<file path="config.mk">
export PLATFORM = sky130hd
export DESIGN_NAME = game_state_mem
export DESIGN_NICKNAME = d
export VERILOG_FILES = /design/src/rtl/color_bounce_pkg.sv /design/src/rtl/plat_shift_reg.sv /design/src/rtl/game_state_mem.sv
export SDC_FILE = /design/constraint.sdc
export NUM_CORES = 1
export LEC_CHECK = 0
export ABC_AREA = 1
export BUFFER_PORTS_ARGS = -buffer_cell sky130_fd_sc_hd__buf_2
export CAP_MARGIN = 30
export CORE_MARGIN = 4
export CORE_UTILIZATION = 45
export DETAILED_ROUTE_END_ITERATION = 16
export PLACE_DENSITY = 0.73
export SYNTH_ARGS = -nofsm -noshare
export SYNTH_HDL_FRONTEND = slang
export SYNTH_HIERARCHICAL = 1
export SYNTH_SLANG_ARGS = --single-unit
</file>
<file path="constraint.sdc">
create_clock -name clk -period 2.01 [get_ports clk]
set_clock_uncertainty 0.15 [all_clocks]
set_input_delay 0 -clock clk [delete_from_list [all_inputs] [get_ports clk]]
set_output_delay 0 -clock clk [all_outputs]
set_load 0.01 [all_outputs]
</file>
<file path="src/rtl/color_bounce_pkg.sv">
// Shared types and default constants for the colour-bounce game state memory.
package color_bounce_pkg;

    typedef enum logic [1:0] {
        StIdle,
        StScroll,
        StClear
    } game_state_e;

    localparam int unsigned DEFAULT_NUM_PLATS = 4;
    localparam int unsigned DEFAULT_POS_W     = 7;
    localparam int unsigned DEFAULT_COLOR_W   = 3;
    localparam int unsigned DEFAULT_BALL_W    = 8;
    localparam int unsigned DEFAULT_SCORE_W   = 12;

    // Slot 0 sits in the LSBs.
    localparam logic [27:0] DEFAULT_PLAT_POS   = 28'b0011110_0111100_1011010_1100100;
    localparam logic [11:0] DEFAULT_PLAT_COLOR = 12'b001_110_111_101;

    // Width of the packed platform position vector.
    function automatic int unsigned plat_pos_width(int unsigned num_plats, int unsigned pos_w);
        return num_plats * pos_w;
    endfunction

    // Width of the packed platform colour vector.
    function automatic int unsigned plat_color_width(int unsigned num_plats,
                                                     int unsigned color_w);
        return num_plats * color_w;
    endfunction

endpackage

</file>
<file path="src/rtl/plat_shift_reg.sv">
// Platform slot array: colour load, shift-in at slot 0, and clear-to-default.
module plat_shift_reg
    import color_bounce_pkg::*;
#(
    parameter int unsigned NUM_PLATS = DEFAULT_NUM_PLATS,
    parameter int unsigned POS_W     = DEFAULT_POS_W,
    parameter int unsigned COLOR_W   = DEFAULT_COLOR_W,
    parameter logic [plat_pos_width(NUM_PLATS, POS_W)-1:0]     DEF_PLAT_POS   = DEFAULT_PLAT_POS,
    parameter logic [plat_color_width(NUM_PLATS, COLOR_W)-1:0] DEF_PLAT_COLOR = DEFAULT_PLAT_COLOR
) (
    input  logic                                             clk_i,
    input  logic                                             rst_ni,
    input  logic                                             clear_i,
    input  logic                                             shift_i,
    input  logic [POS_W-1:0]                                 shift_pos_i,
    input  logic [COLOR_W-1:0]                               shift_color_i,
    input  logic                                             load_i,
    input  logic [plat_color_width(NUM_PLATS, COLOR_W)-1:0]  color_i,
    output logic [plat_pos_width(NUM_PLATS, POS_W)-1:0]      pos_o,
    output logic [plat_color_width(NUM_PLATS, COLOR_W)-1:0]  color_o
);

    localparam int unsigned PW = plat_pos_width(NUM_PLATS, POS_W);
    localparam int unsigned CW = plat_color_width(NUM_PLATS, COLOR_W);

    logic [PW-1:0] pos_q, pos_d;
    logic [CW-1:0] color_q, color_d;

    // Next slot contents; clear beats shift beats load.
    always_comb begin
        pos_d   = pos_q;
        color_d = color_q;
        if (clear_i) begin
            pos_d   = DEF_PLAT_POS;
            color_d = DEF_PLAT_COLOR;
        end else if (shift_i) begin
            // Every slot moves up one; the top slot falls off.
            pos_d   = {pos_q[PW-POS_W-1:0], shift_pos_i};
            color_d = {color_q[CW-COLOR_W-1:0], shift_color_i};
        end else if (load_i) begin
            color_d = color_i;
        end
    end

    // Slot storage with asynchronous reset to the default layout.
    always_ff @(posedge clk_i or negedge rst_ni) begin
        if (!rst_ni) begin
            pos_q   <= DEF_PLAT_POS;
            color_q <= DEF_PLAT_COLOR;
        end else begin
            pos_q   <= pos_d;
            color_q <= color_d;
        end
    end

    assign pos_o   = pos_q;
    assign color_o = color_q;

endmodule

</file>
<file path="src/rtl/game_state_mem.sv">
// Game state memory: ball, platform layout, score and high score behind a
// three-state controller (idle / scroll / clear).
module game_state_mem
    import color_bounce_pkg::*;
#(
    parameter int unsigned NUM_PLATS = DEFAULT_NUM_PLATS,
    parameter int unsigned POS_W     = DEFAULT_POS_W,
    parameter int unsigned COLOR_W   = DEFAULT_COLOR_W,
    parameter int unsigned BALL_W    = DEFAULT_BALL_W,
    parameter int unsigned SCORE_W   = DEFAULT_SCORE_W,
    parameter logic [NUM_PLATS*POS_W-1:0]   DEF_PLAT_POS   = DEFAULT_PLAT_POS,
    parameter logic [NUM_PLATS*COLOR_W-1:0] DEF_PLAT_COLOR = DEFAULT_PLAT_COLOR
) (
    input  logic                           clk,
    input  logic                           reset,
    input  logic                           commit_valid,
    output logic                           commit_ready,
    input  logic [BALL_W-1:0]              ball_in,
    input  logic [COLOR_W-1:0]             color_ball_in,
    input  logic [NUM_PLATS*COLOR_W-1:0]   color_plats_in,
    input  logic                           score_inc,
    input  logic                           scroll_req,
    input  logic [POS_W-1:0]               new_plat_pos,
    input  logic [COLOR_W-1:0]             new_plat_color,
    input  logic                           game_over,
    output logic [BALL_W-1:0]              prev_ball_out,
    output logic [BALL_W-1:0]              curr_ball_out,
    output logic [COLOR_W-1:0]             color_ball_out,
    output logic [NUM_PLATS*COLOR_W-1:0]   color_plats_out,
    output logic [NUM_PLATS*POS_W-1:0]     position_plats_out,
    output logic [SCORE_W-1:0]             score_out,
    output logic [SCORE_W-1:0]             high_score_out,
    output logic                           busy
);

    game_state_e        state_q, state_d;
    logic [BALL_W-1:0]  prev_ball_q, prev_ball_d;
    logic [BALL_W-1:0]  curr_ball_q, curr_ball_d;
    logic [COLOR_W-1:0] color_ball_q, color_ball_d;
    logic [SCORE_W-1:0] score_q, score_d;
    logic [SCORE_W-1:0] high_score_q, high_score_d;
    logic [POS_W-1:0]   scroll_pos_q, scroll_pos_d;
    logic [COLOR_W-1:0] scroll_color_q, scroll_color_d;

    logic plat_clear, plat_shift, plat_load;

    // Next-state and datapath updates; idle arbitrates game_over > scroll > commit.
    always_comb begin
        state_d        = state_q;
        prev_ball_d    = prev_ball_q;
        curr_ball_d    = curr_ball_q;
        color_ball_d   = color_ball_q;
        score_d        = score_q;
        high_score_d   = high_score_q;
        scroll_pos_d   = scroll_pos_q;
        scroll_color_d = scroll_color_q;
        plat_clear     = 1'b0;
        plat_shift     = 1'b0;
        plat_load      = 1'b0;
        unique case (state_q)
            StIdle: begin
                if (game_over) begin
                    if (score_q > high_score_q) begin
                        high_score_d = score_q;
                    end
                    state_d = StClear;
                end else if (scroll_req) begin
                    scroll_pos_d   = new_plat_pos;
                    scroll_color_d = new_plat_color;
                    state_d        = StScroll;
                end else if (commit_valid) begin
                    prev_ball_d  = curr_ball_q;
                    curr_ball_d  = ball_in;
                    color_ball_d = color_ball_in;
                    plat_load    = 1'b1;
                    // Score saturates rather than wrapping.
                    if (score_inc && (score_q != {SCORE_W{1'b1}})) begin
                        score_d = score_q + 1'b1;
                    end
                end
            end
            StScroll: begin
                plat_shift = 1'b1;
                state_d    = StIdle;
            end
            StClear: begin
                prev_ball_d  = '0;
                curr_ball_d  = '0;
                color_ball_d = '1;
                score_d      = '0;
                plat_clear   = 1'b1;
                state_d      = StIdle;
            end
            default: state_d = StIdle;
        endcase
    end

    // Controller and ball/score registers.
    always_ff @(posedge clk or negedge reset) begin
        if (!reset) begin
            state_q        <= StIdle;
            prev_ball_q    <= '0;
            curr_ball_q    <= '0;
            color_ball_q   <= '1;
            score_q        <= '0;
            high_score_q   <= '0;
            scroll_pos_q   <= '0;
            scroll_color_q <= '0;
        end else begin
            state_q        <= state_d;
            prev_ball_q    <= prev_ball_d;
            curr_ball_q    <= curr_ball_d;
            color_ball_q   <= color_ball_d;
            score_q        <= score_d;
            high_score_q   <= high_score_d;
            scroll_pos_q   <= scroll_pos_d;
            scroll_color_q <= scroll_color_d;
        end
    end

    plat_shift_reg #(
        .NUM_PLATS      (NUM_PLATS),
        .POS_W          (POS_W),
        .COLOR_W        (COLOR_W),
        .DEF_PLAT_POS   (DEF_PLAT_POS),
        .DEF_PLAT_COLOR (DEF_PLAT_COLOR)
    ) u_plats (
        .clk_i         (clk),
        .rst_ni        (reset),
        .clear_i       (plat_clear),
        .shift_i       (plat_shift),
        .shift_pos_i   (scroll_pos_q),
        .shift_color_i (scroll_color_q),
        .load_i        (plat_load),
        .color_i       (color_plats_in),
        .pos_o         (position_plats_out),
        .color_o       (color_plats_out)
    );

    assign commit_ready   = (state_q == StIdle);
    assign busy           = ~commit_ready;
    assign prev_ball_out  = prev_ball_q;
    assign curr_ball_out  = curr_ball_q;
    assign color_ball_out = color_ball_q;
    assign score_out      = score_q;
    assign high_score_out = high_score_q;

endmodule

</file>
==> results.yml, run 1 <==
run_status:
  status: "complete, no violations"
floorplanning:
  die_w_um: 109
  core_area_um2: 9820
  io_pins: 124
  die_area_um2: 11800
  die_y_um: 109
  initial_core_util_pct: 46.4
  num_rows: 36
synthesis:
  synthAdderAreaFrac_pct: 3.57
  async_reset_ff_share_pct: 100
  synth-xor-area-share_pct: 0.960
  ys_seq_area_share_pct: 52.9
  yosys_most_used_dff: "dfrtp_1"
  synth_fp_nets: 601
  ys_top_cells_by_area: "dfrtp_1 (38%), nand2_1 (17%), dfstp_2 (15%)"
  synth_cells: 549
  synth_edf_count: 0
  synth-simple-area-share_pct: 30.1
  muxShareOfSynthArea_pct: 0
  synth-seq-cells: 95
  synth_compound_area_share_pct: 5.21
  yosysWarnings: 6
  synth_top_family_by_area: "simple AND/OR/NAND/NOR gates"
  synth_area_um2: 4560
  synth_top_area_share_pct: 37.9
  ys_types: 30
  synth_top_area_cell: "dfrtp_1"
  syn_avg_cell_area_um2: 8.30
finish:
  syn_to_final_growth_pct: 30.6
  multi_input_area_um2: 1820
  nNetsFinal: 775
  drive_above_1_share_pct: 29.0
  seqCellArea_um2: 2410
  fillers: 914
  antennaDiodeCount: 0
  utilization_pct: 60.6
global_routing:
  first_global_vias: 4102
  track_usage_pct: 20.5
  antenna_found_initial: 0
  grt_overflow: 0
  grt_pass1_wl_mm: 19.3
  grt_max_degree: 53
placed_design:
  portBuffers: 123
  place_hpwl_mm: 8.14
  gp_congestion: 0.842
clock_tree:
  clkLatencyLatePin_ps: 360
  cts_inserted_buffers: 9
  clkSinkCount: 95
  postCtsSetupBuffers: 0
  cts_root_buf: "clkbuf_8"
  cts_buffer_depth: 2
  clk_pin_slew_ps: 100
  tritoncts: "done"
  htreeDepth: 3
timing:
  period_needed_ps: 1840
  setup_tns_ps: 0
  setup_violations: 0
  post-route-period-util_pct: 91.7
  relSlewSlack_pct: 66.5
  hold_violations: 0
  fmax_mhz: 543
  rsz0062_at_grt: "false"
  drv_slew: 0
  worstMarginPinSlew_ps: 502
setup_path:
  critPathMaxFanout: 7
  crit_path_start: "high_score_out[11]"
  worst_path_max_delay_cell: "dfrtp_1"
  path_cells: "inv_1, ha_1, nand2_1, inv_1, nand2_1, nor2_1, nand2_1, nand3_1, buf_4, nand3_1, nand2_1"
  regToRegSetupSlack_ps: 170
  crit_end: "high_score_out[4]"
  crit_required_ps: 2160
  r2r_end: "high_score_out[4]"
  cp_common_cell: "nand2_1"
  critPathKind: "reg2reg"
  cp-start-kind: "register"
  cp-end-kind: "register"
  reg2reg_from: "high_score_out[11]"
  cpPeakStageDelay_ps: 390
  reg2regPathDepth: 11
  worst_ep_arrival_time_ps: 1990
power_and_ir_drop:
  p_switching_mw: 1.82
  switching_share_pct: 35.5
  seqPwrFrac_pct: 46.9
  p_comb_share_pct: 30.2
  p_int_mw: 3.31
  clkPwrFrac_pct: 22.9
  ir_worst_vdd_v: 0.000430
  p_leak_nw: 3.25
  power_density_nw_per_um2: 862
drt:
  post_drt_wl_per_cell_um: 13.6
  first_pass_iters: 5
  wirelength_mm: 11.7
  vias_per_cell: 4.89
  vias: 4209
  ant_nets: 0
  drtIter0Drc: 235
  drc: 0
job:
  cap_violations: 0
worst_hold_path:
  hold_path.class: "in2reg"
timing repair:
| item | in CTS | in global routing |
|---|---|---|
| hold buffers | 40 | 0 |
| gates resized for setup | 0 | 3 |
| hold endpoints to repair | 123 | 0 |
| setup endpoints to repair | 0 | 13 |
power groups by stage:
stage | clock network, mW | registers [mW] | logic, mW
6_report | 1.18 | 2.40 | 1.55
5_1_grt | 1.31 | 2.44 | 1.75
4_1_cts | 1.22 | 2.40 | 1.54
3_5_place_dp | 0 | 2.43 | 1.47
3_3_place_gp | 0 | 2.42 | 1.43
2_1_floorplan | 0 | 2.53 | 0.820
Yosys cell counts, types with 5 or more instances:
cell,n
inv_1,42
nand2_1,208
ha_1,13
dfrtp_1,69
inv_2,9
nand3_1,44
dfstp_2,26
o21ai_0,19
a21oi_1,8
xor2_1,5
buf_2,11
nor2_1,52
final cells by class:
type | instances | share of cell area, %
tap | 133 | 2.80
inverter | 51 | 3.26
timing repair buffer | 183 | 19.8
multi-input combinational | 383 | 30.6
clock buffer | 9 | 2.08
sequential | 95 | 40.5
clock inverter | 7 | 0.904
cells in the final DEF (no fill, tap or decap), drive strengths merged:
cell         count
dlygate4sd3     40
nor2            58
o21a             1
nand4            4
dfrtp           69
a21o             1
xor2             5
dfstp           26
o21ai           23
clkinv           4
clkbuf           9
or2              2
nand2          214
inv             54
o22a             3
a21oi            8
nand3           46
ha              13
a22o             4
o22ai            1
buf            143
cells by family after synthesis:
family | count (synthesis)
AND/OR/NAND/NOR | 324
flip-flops | 95
buffers and inverters | 71
AO/OA/AOI/OAI | 41
adder cells (fa/ha/maj) | 13
XOR/XNOR | 5
flip-flops by register name, indices dropped and copies added (netlist names):
signal,count
u_plats/color_o,12
u_plats/pos_o,28
state_q,2
prev_ball_out,8
score_out,12
scroll_color_q,3
high_score_out,12
scroll_pos_q,7
curr_ball_out,8
color_ball_out,3
per-layer routing:
layer  up-vias  wire, um  global-route usage, %
li1       2059         -                      -
met1      1998      5120                   27.1
met2       139      5610                   33.7
met3        13       781                   3.79
met4         0       165                   7.66
met5         -         0                      0
how the worst min path moves through the flow:
stage | cells after the start | to | slack [ps] | from
after floorplan | 0 | curr_ball_out[0] | -450 | reset
final | 4 | scroll_pos_q[1] | 230 | new_plat_pos[1]
after global routing | 4 | scroll_pos_q[3] | 220 | new_plat_pos[3]
after detailed placement | 1 | high_score_out[10] | -140 | reset
after CTS | 4 | scroll_color_q[2] | 200 | new_plat_color[2]
after global placement | 1 | high_score_out[10] | -150 | reset
critical path, delay by kind of cell, from the launching register on:
family                     cells  cell delay (ps)
buffers and inverters          3              300
DFF                            1              390
and+or+nand+nor                7              670
adders and majority gates      1              290
through the flow:
stage	std cells	total power [mW]	worst slack [ps]	area [um^2]	hold WS (ps)
3_5_place_dp	805	3.90	107	5370	-140
5_1_grt	861	5.50	3.30	5950	219
2_1_floorplan	549	3.35	236	4560	-446
6_report	861	5.13	167	5950	226
4_1_cts	861	5.16	92.8	5940	197
3_3_place_gp	805	3.85	185	5370	-146
Power figures use the tool's default switching activity.
==> run 2: changes to the inputs <==
CORE_UTILIZATION = 53   (was 45)
PLACE_DENSITY = 0.84   (was 0.73)
==> run 2 against run 1 <==
The flow now finishes with violations (hold timing); cell area increased by 0.88%; setup slack got worse by 93 ps; largest power group unchanged; critical endpoint is now scroll_pos_q[1]; via count increased by 3.6%.
==> results.yml, run 2 (same netlist as run 1, synthesis figures left out) <==
setup_path:
  critPathTopFamily: "buffers and inverters"
  critPathKind: "reg2reg"
  path_cells: "nor2_4, nand3_2, buf_4, nand2_1, nand2_1, dlygate4sd3_1"
  cpPeakStageDelay_ps: 560
  reg2reg_from: "state_q[0]"
  reg2regPathDepth: 6
  r2r_end: "scroll_pos_q[1]"
  cp.depth: 6
  cp-end-kind: "register"
  path_buf_inv: 2
  cp_common_cell: "nand2_1"
  worst_path_max_delay_cell: "dlygate4sd3_1"
  cp-start-kind: "register"
  regToRegSetupSlack_ps: 70
  worst_ep_arrival_time_ps: 2030
  crit_required_ps: 2100
  critPathMaxFanout: 10
drt:
  ant_nets: 0
  wirelength_mm: 12.1
  vias_per_cell: 5.20
  vias: 4360
  drtIter0Drc: 233
  drc: 0
  first_pass_iters: 5
  post_drt_wl_per_cell_um: 14.4
timing:
  rsz0062_at_grt: "false"
  post-route-period-util_pct: 96.3
  setup_tns_ps: 0
  hold_violations: 9
  worstMarginPinSlew_ps: 509
  setup_violations: 0
  period_needed_ps: 1940
  fmax_mhz: 517
  whs_ps: -10.8
  drv_slew: 0
  relSlewSlack_pct: 66.1
global_routing:
  track_usage_pct: 25.2
  grt_overflow: 0
  grt_max_degree: 42
  antenna_found_initial: 0
  first_global_vias: 4321
  grt_pass1_wl_mm: 20.4
finish:
  nNetsFinal: 781
  antennaDiodeCount: 0
  syn_to_final_growth_pct: 31.7
  most-common-layout-cells: "nand2_1 (208), buf_2 (122), dfrtp_1 (68), nor2_1 (52), dlygate4sd3_1 (47)"
  utilization_pct: 72.4
  final_common_cell: "nand2_1"
  drive_above_1_share_pct: 28.9
  largest_reg_flops: 28
floorplanning:
  die_w_um: 101
  num_rows: 33
  die_area_um2: 10200
  initial_core_util_pct: 54.9
  core_area_um2: 8300
  io_pins: 124
  die_y_um: 101
clock_tree:
  cts_buffer_depth: 2
  clkSinkCount: 95
  htreeDepth: 3
  postCtsSetupBuffers: 0
  cts_root_buf: "clkbuf_8"
  clkLatencyLatePin_ps: 360
  cts_inserted_buffers: 9
  tritoncts: "done"
  clk_pin_slew_ps: 110
placed_design:
  portBuffers: 123
  place_hpwl_mm: 7.98
  gp_congestion: 0.881
run_status:
  status: "finished, violations left"
  failed_checks: "hold timing"
power_and_ir_drop:
  ir_worst_vdd_v: 0.000431
  p_leak_nw: 3.28
  power_density_nw_per_um2: 877
worst_hold_path:
  hold_path.class: "in2async"
job:
  cap_violations: 0
-- run 2: worst max-delay path by stage --
stage	start	endpoint	slack, ps
final	state_q[0]	scroll_pos_q[1]	70
after global routing	state_q[0]	color_ball_out[2]	20
after CTS	state_q[1]	scroll_pos_q[5]	30
after detailed placement	high_score_out[11]	high_score_out[11]	150
after global placement	score_out[4]	high_score_out[9]	220
after floorplan	score_out[11]	high_score_out[3]	240
-- run 2: report_power, final --
part	total [mW]	switching [mW]	internal [mW]
logic	1.61	0.952	0.660
registers	2.41	0.181	2.23
clock network	1.25	0.759	0.493
total	5.27	1.89	3.38
-- run 2: cell type report --
class / count / area, um^2
multi-input cells: 383 / 1830
clock inverters: 7 / 75.1
inverters: 51 / 194
repair buffers: 189 / 1240
well taps: 105 / 131
flip-flops and latches: 95 / 2410
clock buffers: 9 / 124
fillers: 618 / 2290
-- run 2: metrics by stage --
| step | instances | instance area, um^2 | setup WS (ps) | total power [mW] | hold slack [ps] |
|---|---|---|---|---|---|
| floorplan | 549 | 4560 | 236 | 3.35 | -446 |
| global placement | 776 | 5320 | 221 | 3.83 | -145 |
| detailed placement | 776 | 5320 | 154 | 3.89 | -137 |
| CTS | 839 | 5990 | 32.3 | 5.25 | 4.88 |
| global route | 839 | 6010 | 21.2 | 5.61 | 27.7 |
| finish | 839 | 6010 | 73.9 | 5.27 | -10.8 |
-- run 2: timing repair --
action / 4_1_cts / 5_1_grt
resized for setup: 0 / 5
hold buffers: 47 / 0
setup endpoints to repair: 0 / 18
endpoints found under the hold margin: 121 / 0
-- run 2: routing by layer --
metal,track usage [%],vias up,routed length (um)
met5,0,-,0
met4,10.6,0,280
met3,4.43,28,901
met2,41.5,193,6050
met1,32.9,2065,4880
li1,-,2074,-
==> run 3: changes to the inputs <==
CAP_MARGIN = 5   (was 30)
CELL_PAD_IN_SITES_DETAIL_PLACEMENT = 2   (was not set)
CELL_PAD_IN_SITES_GLOBAL_PLACEMENT = 2   (was not set)
CORE_UTILIZATION = 30   (was 53)
PLACE_DENSITY = 0.82   (was 0.84)
TNS_END_PERCENT = 20   (was not set)
==> run 3 against run 2 <==
The flow now finishes without violations; setup slack worse by 20 ps; via count grew 2.0%; hold slack better by 91 ps; non-clock buffer count rose by 1; critical path depth increased by 5; combinational power is 20% higher; sequential power barely moved; wire length is 42% higher; sequential share of layout area fell by 1.9 points; clock power increased by 44%; first-iteration DRC count shrank 46%; flip-flop and latch count unchanged.
==> results.yml, run 3 (same netlist as run 1, synthesis figures left out) <==
timing:
  hold_violations: 0
  setup_tns_ps: 0
  drv_slew: 0
  relSlewSlack_pct: 40.9
  post-route-period-util_pct: 97.3
  rsz0062_at_grt: "true"
  worstMarginPinSlew_ps: 883
  fmax_mhz: 511
  setup_violations: 0
  period_needed_ps: 1960
  setup_slack_ps: 53.5
setup_path:
  cp-end-kind: "register"
  critPathKind: "reg2reg"
  r2r_end: "high_score_out[10]"
  reg2regPathDepth: 11
  path_cells: "inv_1, ha_1, nand2_2, inv_1, nand2_1, nand2_1, nand2_1, nand3_4, buf_6, nand3_1, nand2_1"
  critPathMaxFanout: 6
  cpPeakStageDelay_ps: 380
  cp_common_cell: "nand2_1"
  cp-start-kind: "register"
  worst_path_max_delay_cell: "dfrtp_1"
  reg2reg_from: "high_score_out[3]"
  regToRegSetupSlack_ps: 50
  crit_required_ps: 2080
  worst_ep_arrival_time_ps: 2030
clock_tree:
  cts_buffer_depth: 2
  htreeDepth: 3
  cts_inserted_buffers: 9
  clkSinkCount: 95
  tritoncts: "done"
  clk_pin_slew_ps: 70
  clkLatencyLatePin_ps: 340
  cts_root_buf: "clkbuf_16"
global_routing:
  first_global_vias: 5092
  antenna_found_initial: 0
  grt_pass1_wl_mm: 27.6
  grt_max_degree: 50
  grt_overflow: 0
  track_usage_pct: 19.7
placed_design:
  dpl_cell_area_um2: 5460
  gp_congestion: 0.812
  post-place-ws_ps: 36.5
  portBuffers: 123
  place_hpwl_mm: 11.2
floorplanning:
  die_y_um: 131
  die_w_um: 131
  core_area_um2: 14700
  io_pins: 124
  die_area_um2: 17200
  num_rows: 44
  initial_core_util_pct: 31.0
drt:
  vias_per_cell: 4.83
  wirelength_mm: 17.2
  drc: 0
  vias: 4446
  post_drt_wl_per_cell_um: 18.7
  first_pass_iters: 4
  drtIter0Drc: 125
  ant_nets: 0
finish:
  drive_above_1_share_pct: 30.5
  nNetsFinal: 784
  antennaDiodeCount: 0
  final_common_cell: "nand2_1"
  syn_to_final_growth_pct: 38.4
  utilization_pct: 42.9
  final_cell_area_um2: 6310
  largest_reg_flops: 28
  most-common-layout-cells: "nand2_1 (205), buf_2 (122), dfrtp_1 (68), nor2_1 (50), nand3_1 (43)"
power_and_ir_drop:
  p_leak_nw: 3.35
  ir_worst_vdd_v: 0.000386
  power.total_mw: 6.18
  power_density_nw_per_um2: 979
worst_hold_path:
  hold_path.class: "in2async"
run_status:
  status: "complete, no violations"
job:
  cap_violations: 0
-- run 3: changes by cell type in the layout (fill, tap and decap cells not counted), sizes merged --
cell,change
clkinv,+4
clkbuf,+2
bufinv,+1
inv,-5
nand2,+1
dlygate4sd3,-5
clkinvlp,-1
buf,+6
-- run 3: worst max-delay path by stage --
stage,start,end,slack [ps],cells after the start
after detailed placement,score_out[0],high_score_out[0],40,10
after global placement,score_out[0],high_score_out[4],100,10
after global routing,high_score_out[3],high_score_out[10],-60,11
final,high_score_out[3],high_score_out[10],50,11
after floorplan,score_out[11],high_score_out[3],240,11
after CTS,high_score_out[10],high_score_out[6],40,11
-- run 3: area by class of cell --
class,instances,area [um^2]
Clock buffer,11,253
Multi-Input combinational cell,384,1900
Clock inverter,5,56.3
Fill cell,1643,8390
Inverter,51,196
Sequential cell,95,2410
Tap cell,184,230
Timing Repair Buffer,190,1260
Timing Repair inverter,1,5.00
-- run 3: stage by stage --
stage	cells	hold WS (ps)
after floorplan	549	-446
after global placement	858	-251
after detailed placement	858	-242
after CTS	916	78.7
after global routing	921	117
final	921	79.8
-- run 3: power breakdown --
| part | total, mW | internal [mW] | leakage, nW | switching (mW) |
|---|---|---|---|---|
| clock | 1.80 | 1.03 | 0.153 | 0.770 |
| sequential | 2.44 | 2.23 | 1.20 | 0.207 |
| combinational | 1.94 | 0.733 | 2.00 | 1.20 |
-- run 3: critical path: cells and delay by family, from the launching register on --
kind	cells	cell delay, ps
buffers and inverters	3	290
and+or+nand+nor	7	700
adders and majority gates	1	320
DFF	1	380
-- run 3: what timing repair did --
action                                 in CTS  in global routing
endpoints found under the hold margin     129                  0
cloned                                      0                  2
pin swaps                                   0                  3
setup endpoints to repair                  12                 31
hold buffers                               42                  0
resized for setup                           1                 18
setup buffers                               0                  3
-- run 3: routing by layer --
layer | routed length (um) | GRT usage [%] | vias to the layer above | part of all wire, %
met2 | 9100 | 35.8 | 94 | 53
li1 | - | - | 2082 | -
met4 | 351 | 6.65 | 0 | 2.0
met1 | 7210 | 23.7 | 2247 | 42
met3 | 569 | 3.44 | 23 | 3.3
met5 | 0 | 0 | - | 0
